==> src/rtl/substitution_seq.sv <==
// Ascon S-box layer, COLS_PER_CYCLE columns per clock, chunked in place.
// Define ADD_CONST_FUSE_EN to fold the round-constant XOR into capture.
module substitution_seq #(
  parameter int COLS_PER_CYCLE = 8
) (
  input  logic        clock_i,
  input  logic        reset_i,
  input  logic        start_i,
  input  logic [63:0] state_i [5],
`ifdef ADD_CONST_FUSE_EN
  input  logic [3:0]  round_i,
`endif
  output logic        busy_o,
  output logic        done_o,
  output logic [63:0] state_o [5]
);

  localparam int N     = 64 / COLS_PER_CYCLE;
  localparam int CNT_W = (N > 1) ? $clog2(N) : 1;
  localparam logic [CNT_W-1:0] LAST = CNT_W'(N - 1);

  typedef enum logic [1:0] {IDLE, SUBST, DONE} fsm_e;

  fsm_e             fsm_q, fsm_d;
  logic [CNT_W-1:0] cnt_q, cnt_d;
  logic [63:0]      work_q [5];
  logic [63:0]      work_d [5];
  logic [63:0]      out_q [5];
  logic [63:0]      out_d [5];
  logic             busy_q, busy_d;
  logic             done_q, done_d;
  logic [63:0]      cap [5];
  logic [63:0]      sub [5];

  function automatic logic [4:0] sbox(input logic [4:0] x);
    logic [4:0] y;
    case (x)
      5'd0:  y = 5'h04;
      5'd1:  y = 5'h0B;
      5'd2:  y = 5'h1F;
      5'd3:  y = 5'h14;
      5'd4:  y = 5'h1A;
      5'd5:  y = 5'h15;
      5'd6:  y = 5'h09;
      5'd7:  y = 5'h02;
      5'd8:  y = 5'h1B;
      5'd9:  y = 5'h05;
      5'd10: y = 5'h08;
      5'd11: y = 5'h12;
      5'd12: y = 5'h1D;
      5'd13: y = 5'h03;
      5'd14: y = 5'h06;
      5'd15: y = 5'h1C;
      5'd16: y = 5'h1E;
      5'd17: y = 5'h13;
      5'd18: y = 5'h07;
      5'd19: y = 5'h0E;
      5'd20: y = 5'h00;
      5'd21: y = 5'h0D;
      5'd22: y = 5'h11;
      5'd23: y = 5'h18;
      5'd24: y = 5'h10;
      5'd25: y = 5'h0C;
      5'd26: y = 5'h01;
      5'd27: y = 5'h19;
      5'd28: y = 5'h16;
      5'd29: y = 5'h0A;
      5'd30: y = 5'h0F;
      default: y = 5'h17;
    endcase
    return y;
  endfunction

  always_comb begin
    for (int i = 0; i < 5; i++) cap[i] = state_i[i];
`ifdef ADD_CONST_FUSE_EN
    cap[2][7:0] = state_i[2][7:0] ^ {4'd15 - round_i, round_i};
`endif
  end

  // lane 0 supplies the S-box input MSB
  always_comb begin
    logic [5:0] col;
    logic [4:0] x;
    logic [4:0] y;
    col = '0;
    x   = '0;
    y   = '0;
    for (int i = 0; i < 5; i++) sub[i] = work_q[i];
    for (int k = 0; k < COLS_PER_CYCLE; k++) begin
      col = 6'(int'(cnt_q) * COLS_PER_CYCLE + k);
      x = {work_q[0][col], work_q[1][col], work_q[2][col],
           work_q[3][col], work_q[4][col]};
      y = sbox(x);
      sub[0][col] = y[4];
      sub[1][col] = y[3];
      sub[2][col] = y[2];
      sub[3][col] = y[1];
      sub[4][col] = y[0];
    end
  end

  always_comb begin
    fsm_d  = fsm_q;
    cnt_d  = cnt_q;
    work_d = work_q;
    out_d  = out_q;
    unique case (fsm_q)
      IDLE, DONE: begin
        if (start_i) begin
          work_d = cap;
          cnt_d  = '0;
          fsm_d  = SUBST;
        end else begin
          fsm_d = IDLE;
        end
      end
      SUBST: begin
        work_d = sub;
        if (cnt_q == LAST) begin
          out_d = sub;
          fsm_d = DONE;
        end else begin
          cnt_d = cnt_q + CNT_W'(1);
        end
      end
      default: fsm_d = IDLE;
    endcase
    busy_d = (fsm_d == SUBST);
    done_d = (fsm_d == DONE);
  end

  always_ff @(posedge clock_i) begin
    if (reset_i) begin
      fsm_q  <= IDLE;
      cnt_q  <= '0;
      work_q <= '{default: '0};
      out_q  <= '{default: '0};
      busy_q <= 1'b0;
      done_q <= 1'b0;
    end else begin
      fsm_q  <= fsm_d;
      cnt_q  <= cnt_d;
      work_q <= work_d;
      out_q  <= out_d;
      busy_q <= busy_d;
      done_q <= done_d;
    end
  end

  assign busy_o  = busy_q;
  assign done_o  = done_q;
  assign state_o = out_q;

endmodule

==> config.mk <==
export PLATFORM = sky130hd
export DESIGN_NAME = substitution_seq
export DESIGN_NICKNAME = d
export VERILOG_FILES = /design/src/rtl/substitution_seq.sv
export SDC_FILE = /design/constraint.sdc
export NUM_CORES = 2
export LEC_CHECK = 0
export ABC_CLOCK_PERIOD_IN_PS = 4170
export CAP_MARGIN = 15
export CORE_MARGIN = 2
export CORE_UTILIZATION = 30
export DETAILED_ROUTE_END_ITERATION = 12
export PLACE_DENSITY = 0.6
export REMOVE_ABC_BUFFERS = 1
export SLEW_MARGIN = 20
export SYNTH_ARGS = -nofsm -noshare
export SYNTH_HDL_FRONTEND = slang
export SYNTH_SLANG_ARGS = --single-unit
==> constraint.sdc <==
create_clock -name clock_i -period 4.17 [get_ports clock_i]
set_input_delay 0.417 -clock clock_i [delete_from_list [all_inputs] [get_ports clock_i]]
set_output_delay 0.417 -clock clock_i [all_outputs]
set_load 0.005 [all_outputs]
==> flow_summary.json <==
{
  "hold_viol_final": 0,
  "routed_via_density": 5.877,
  "p_per_area_mw_per_mm2": 438.8,
  "numCtsBuffers": 77,
  "fp.dieArea_mm2": 0.1063,
  "syn_inst": 3682,
  "grt_pass1_vias": 31210,
  "timing.critical_path.mode_cell": "nor2_1",
  "mostFrequentLayoutCells": "644 x dfxtp_1, 643 x clkdlybuf4s50_1, 551 x nor2_1, 362 x nand2_1, 314 x a21oi_1",
  "syn_to_final_growth_pct": 35.13,
  "min_path_type": "primary input to flop",
  "place_area_mm2": 0.03935,
  "fin_total_pwr_uw": 18450,
  "clockBufferDepth": 3,
  "synth_ff_type": "dfxtp_1",
  "crit_path_end_kind": "flop",
  "final_common_cell": "dfxtp_1",
  "drt-initial-drc-count": 4394,
  "ioPinCount": 645,
  "fin_setup_tns_ns": 0,
  "start_kind": "flop",
  "cts.clk_slew.worst_paths_ns": 0.06,
  "rsz0062_at_grt": "no",
  "grt_pass1_wl_um": 236200,
  "clock_skew_ns": 0.02609,
  "clock-sinks": 647,
  "postCtsHoldBufs": 0,
  "final_core_util_pct": 40.74,
  "slowest_stage": "dfxtp_4",
  "initial_core_util_pct": 30.15,
  "overflow": 0,
  "synth_area_per_cell_um2": 8.451,
  "crit_chain": "buf_12 > mux4_2 > nand2_1 > and2_1 > ha_1 > nor2_1 > xnor2_2 > nor2_1 > a221oi_1 > nor2_1",
  "ant_nets": 0,
  "p_leak_uw": 0.01485,
  "dp_slack_ns": 0.4450,
  "criticalPathCategory": "flop to flop",
  "max_freq_ghz": 0.2647,
  "layout.nets": 4561,
  "drv_slew": 0,
  "seqCellArea_mm2": 0.01296,
  "firstDrtPassIters": 8,
  "synth_seq_cells": 647,
  "cts_tree": "built",
  "wl_per_cell_um": 30.14,
  "post-cts-setup-buffers": 0,
  "synth-seq-area-share_pct": 41.63,
  "setup_viol": 0,
  "slew_headroom_pct": 23.52,
  "synthTopCellsByArea": "dfxtp_1 42%, nor2_1 6.9%, a21oi_1 5.1%",
  "fill_cells": 10370,
  "critical-path-top-delay-family": "flip-flops",
  "drc": 0,
  "synth_edf_count": 0,
  "crit_buf_inv": 1,
  "cts-root-buf": "clkbuf_16",
  "finalCriticalPeriod_ns": 3.778,
  "ys_async_sr_fraction_pct": 0,
  "track_usage_pct": 30.69,
  "maxCapViolCount": 0,
  "clk_latency_ns": 0.66,
  "cts-htree-levels": 3,
  "ys_types": 71,
  "final_cell_area_mm2": 0.04205,
  "port_buffers": 644,
  "cp.arrival_ns": 4.27,
  "post-dp-hpwl_um": 115000,
  "drive_gt1_share_pct": 11.23,
  "cp_max_fo": 32,
  "rows": 118,
  "drt-total-wl_um": 170500,
  "required_ns": 4.66,
  "antenna_found_initial": 29,
  "chipWidth_um": 326.1,
  "gp_congestion": 0.8943,
  "die_y_um": 326.1,
  "yosysWarnings": 0,
  "min_period_over_period_pct": 90.61,
  "vdd.ir_drop.worst_mv": 0.3057,
  "synth_top_area_cell": "dfxtp_1",
  "max_stage_delay_ns": 0.78,
  "max_slew.worst_pin.slew_ns": 1.144,
  "status": "completed",
  "syn_area_mm2": 0.03112,
  "vias": 33250,
  "setup_ws_ns": 0.3916,
  "grt_start_max_net_pins": 166,
  "post_cts_resized": 0,
  "multi_input_area_mm2": 0.01673,
  "synth_top_area_share_pct": 41.63,
  "core_area_mm2": 0.1032
}
layout make-up:
cell class | instances | area share [%]
Multi-Input combinational cell | 2650 | 39.80
Sequential cell | 647 | 30.82
Timing Repair Buffer | 794 | 18.53
Clock buffer | 109 | 5.493
Tap cell | 1380 | 4.106
Clock inverter | 30 | 0.8481
Inverter | 34 | 0.3214
Antenna cell | 14 | 0.08332
path summary, 6_finish.rpt:
kind / startpoint / endpoint / slack (ns) / cells after the start
setup / recovery: cnt_q[0] / work_q[76] / 0.39 / 10
hold / removal: reset_i / work_q[158] / 0.09 / 2
setup reg to reg: cnt_q[0] / work_q[76] / 0.39 / 10
hold reg to reg: state_o[30] / state_o[30] / 0.45 / 2
stage by stage:
stage               hold WS [ns]  std cells
floorplan                 0.4422       3331
global placement          0.4344       5505
detailed placement        0.4452       5505
CTS                      0.06880       5644
global route             0.09320       5651
finish                   0.09248       5658
worst register-to-register path, stage by stage (launching register included):
cell,delay (ns)
dfxtp_4,0.78
buf_12,0.34
mux4_2,0.62
nand2_1,0.09
and2_1,0.21
ha_1,0.32
nor2_1,0.12
xnor2_2,0.73
nor2_1,0.09
a221oi_1,0.28
nor2_1,0.07
power breakdown:
group	switching, uW	internal (uW)
registers	265	6440
clock network	2950	4240
logic	2960	1590
cells in the mapped netlist, types with 29 or more instances:
library cell and count:
o211ai_1 49, clkbuf_1 273, nor2_1 570, a21oi_1 314, a211oi_1 144, nor3_1 50
nand3_1 44, inv_1 32, ha_1 34, and3_1 29, mux4_2 67, mux2i_1 57
o21ai_0 254, a31oi_1 64, dfxtp_1 647, a22oi_1 169, a221oi_1 85, nand2_1 370
o22ai_1 92, buf_2 34
metal layers:
layer / vias to the layer above / global-route usage [%] / wire (um)
met2: 2052 / 47.15 / 75590
met1: 16270 / 39.56 / 67920
met5: - / 0 / 186
met3: 405 / 9.024 / 18840
met4: 28 / 14.09 / 7985
li1: 14500 / - / -
registers in the layout, indices dropped and copies added (netlist names):
| name | flops |
|---|---|
| busy_o | 1 |
| work_q | 320 |
| fsm_q | 2 |
| state_o | 320 |
| done_o | 1 |
| cnt_q | 3 |
cells by family after synthesis:
kind of cell	share of synthesized area, %
AOI/OAI and AO/OA	26.38
and+or+nand+nor	15.14
DFF	41.63
buffers and inverters	5.360
muxes	8.673
xor gates and xnor gates	1.452
adders and majority gates	1.367
(Power assumes the default switching activity.)
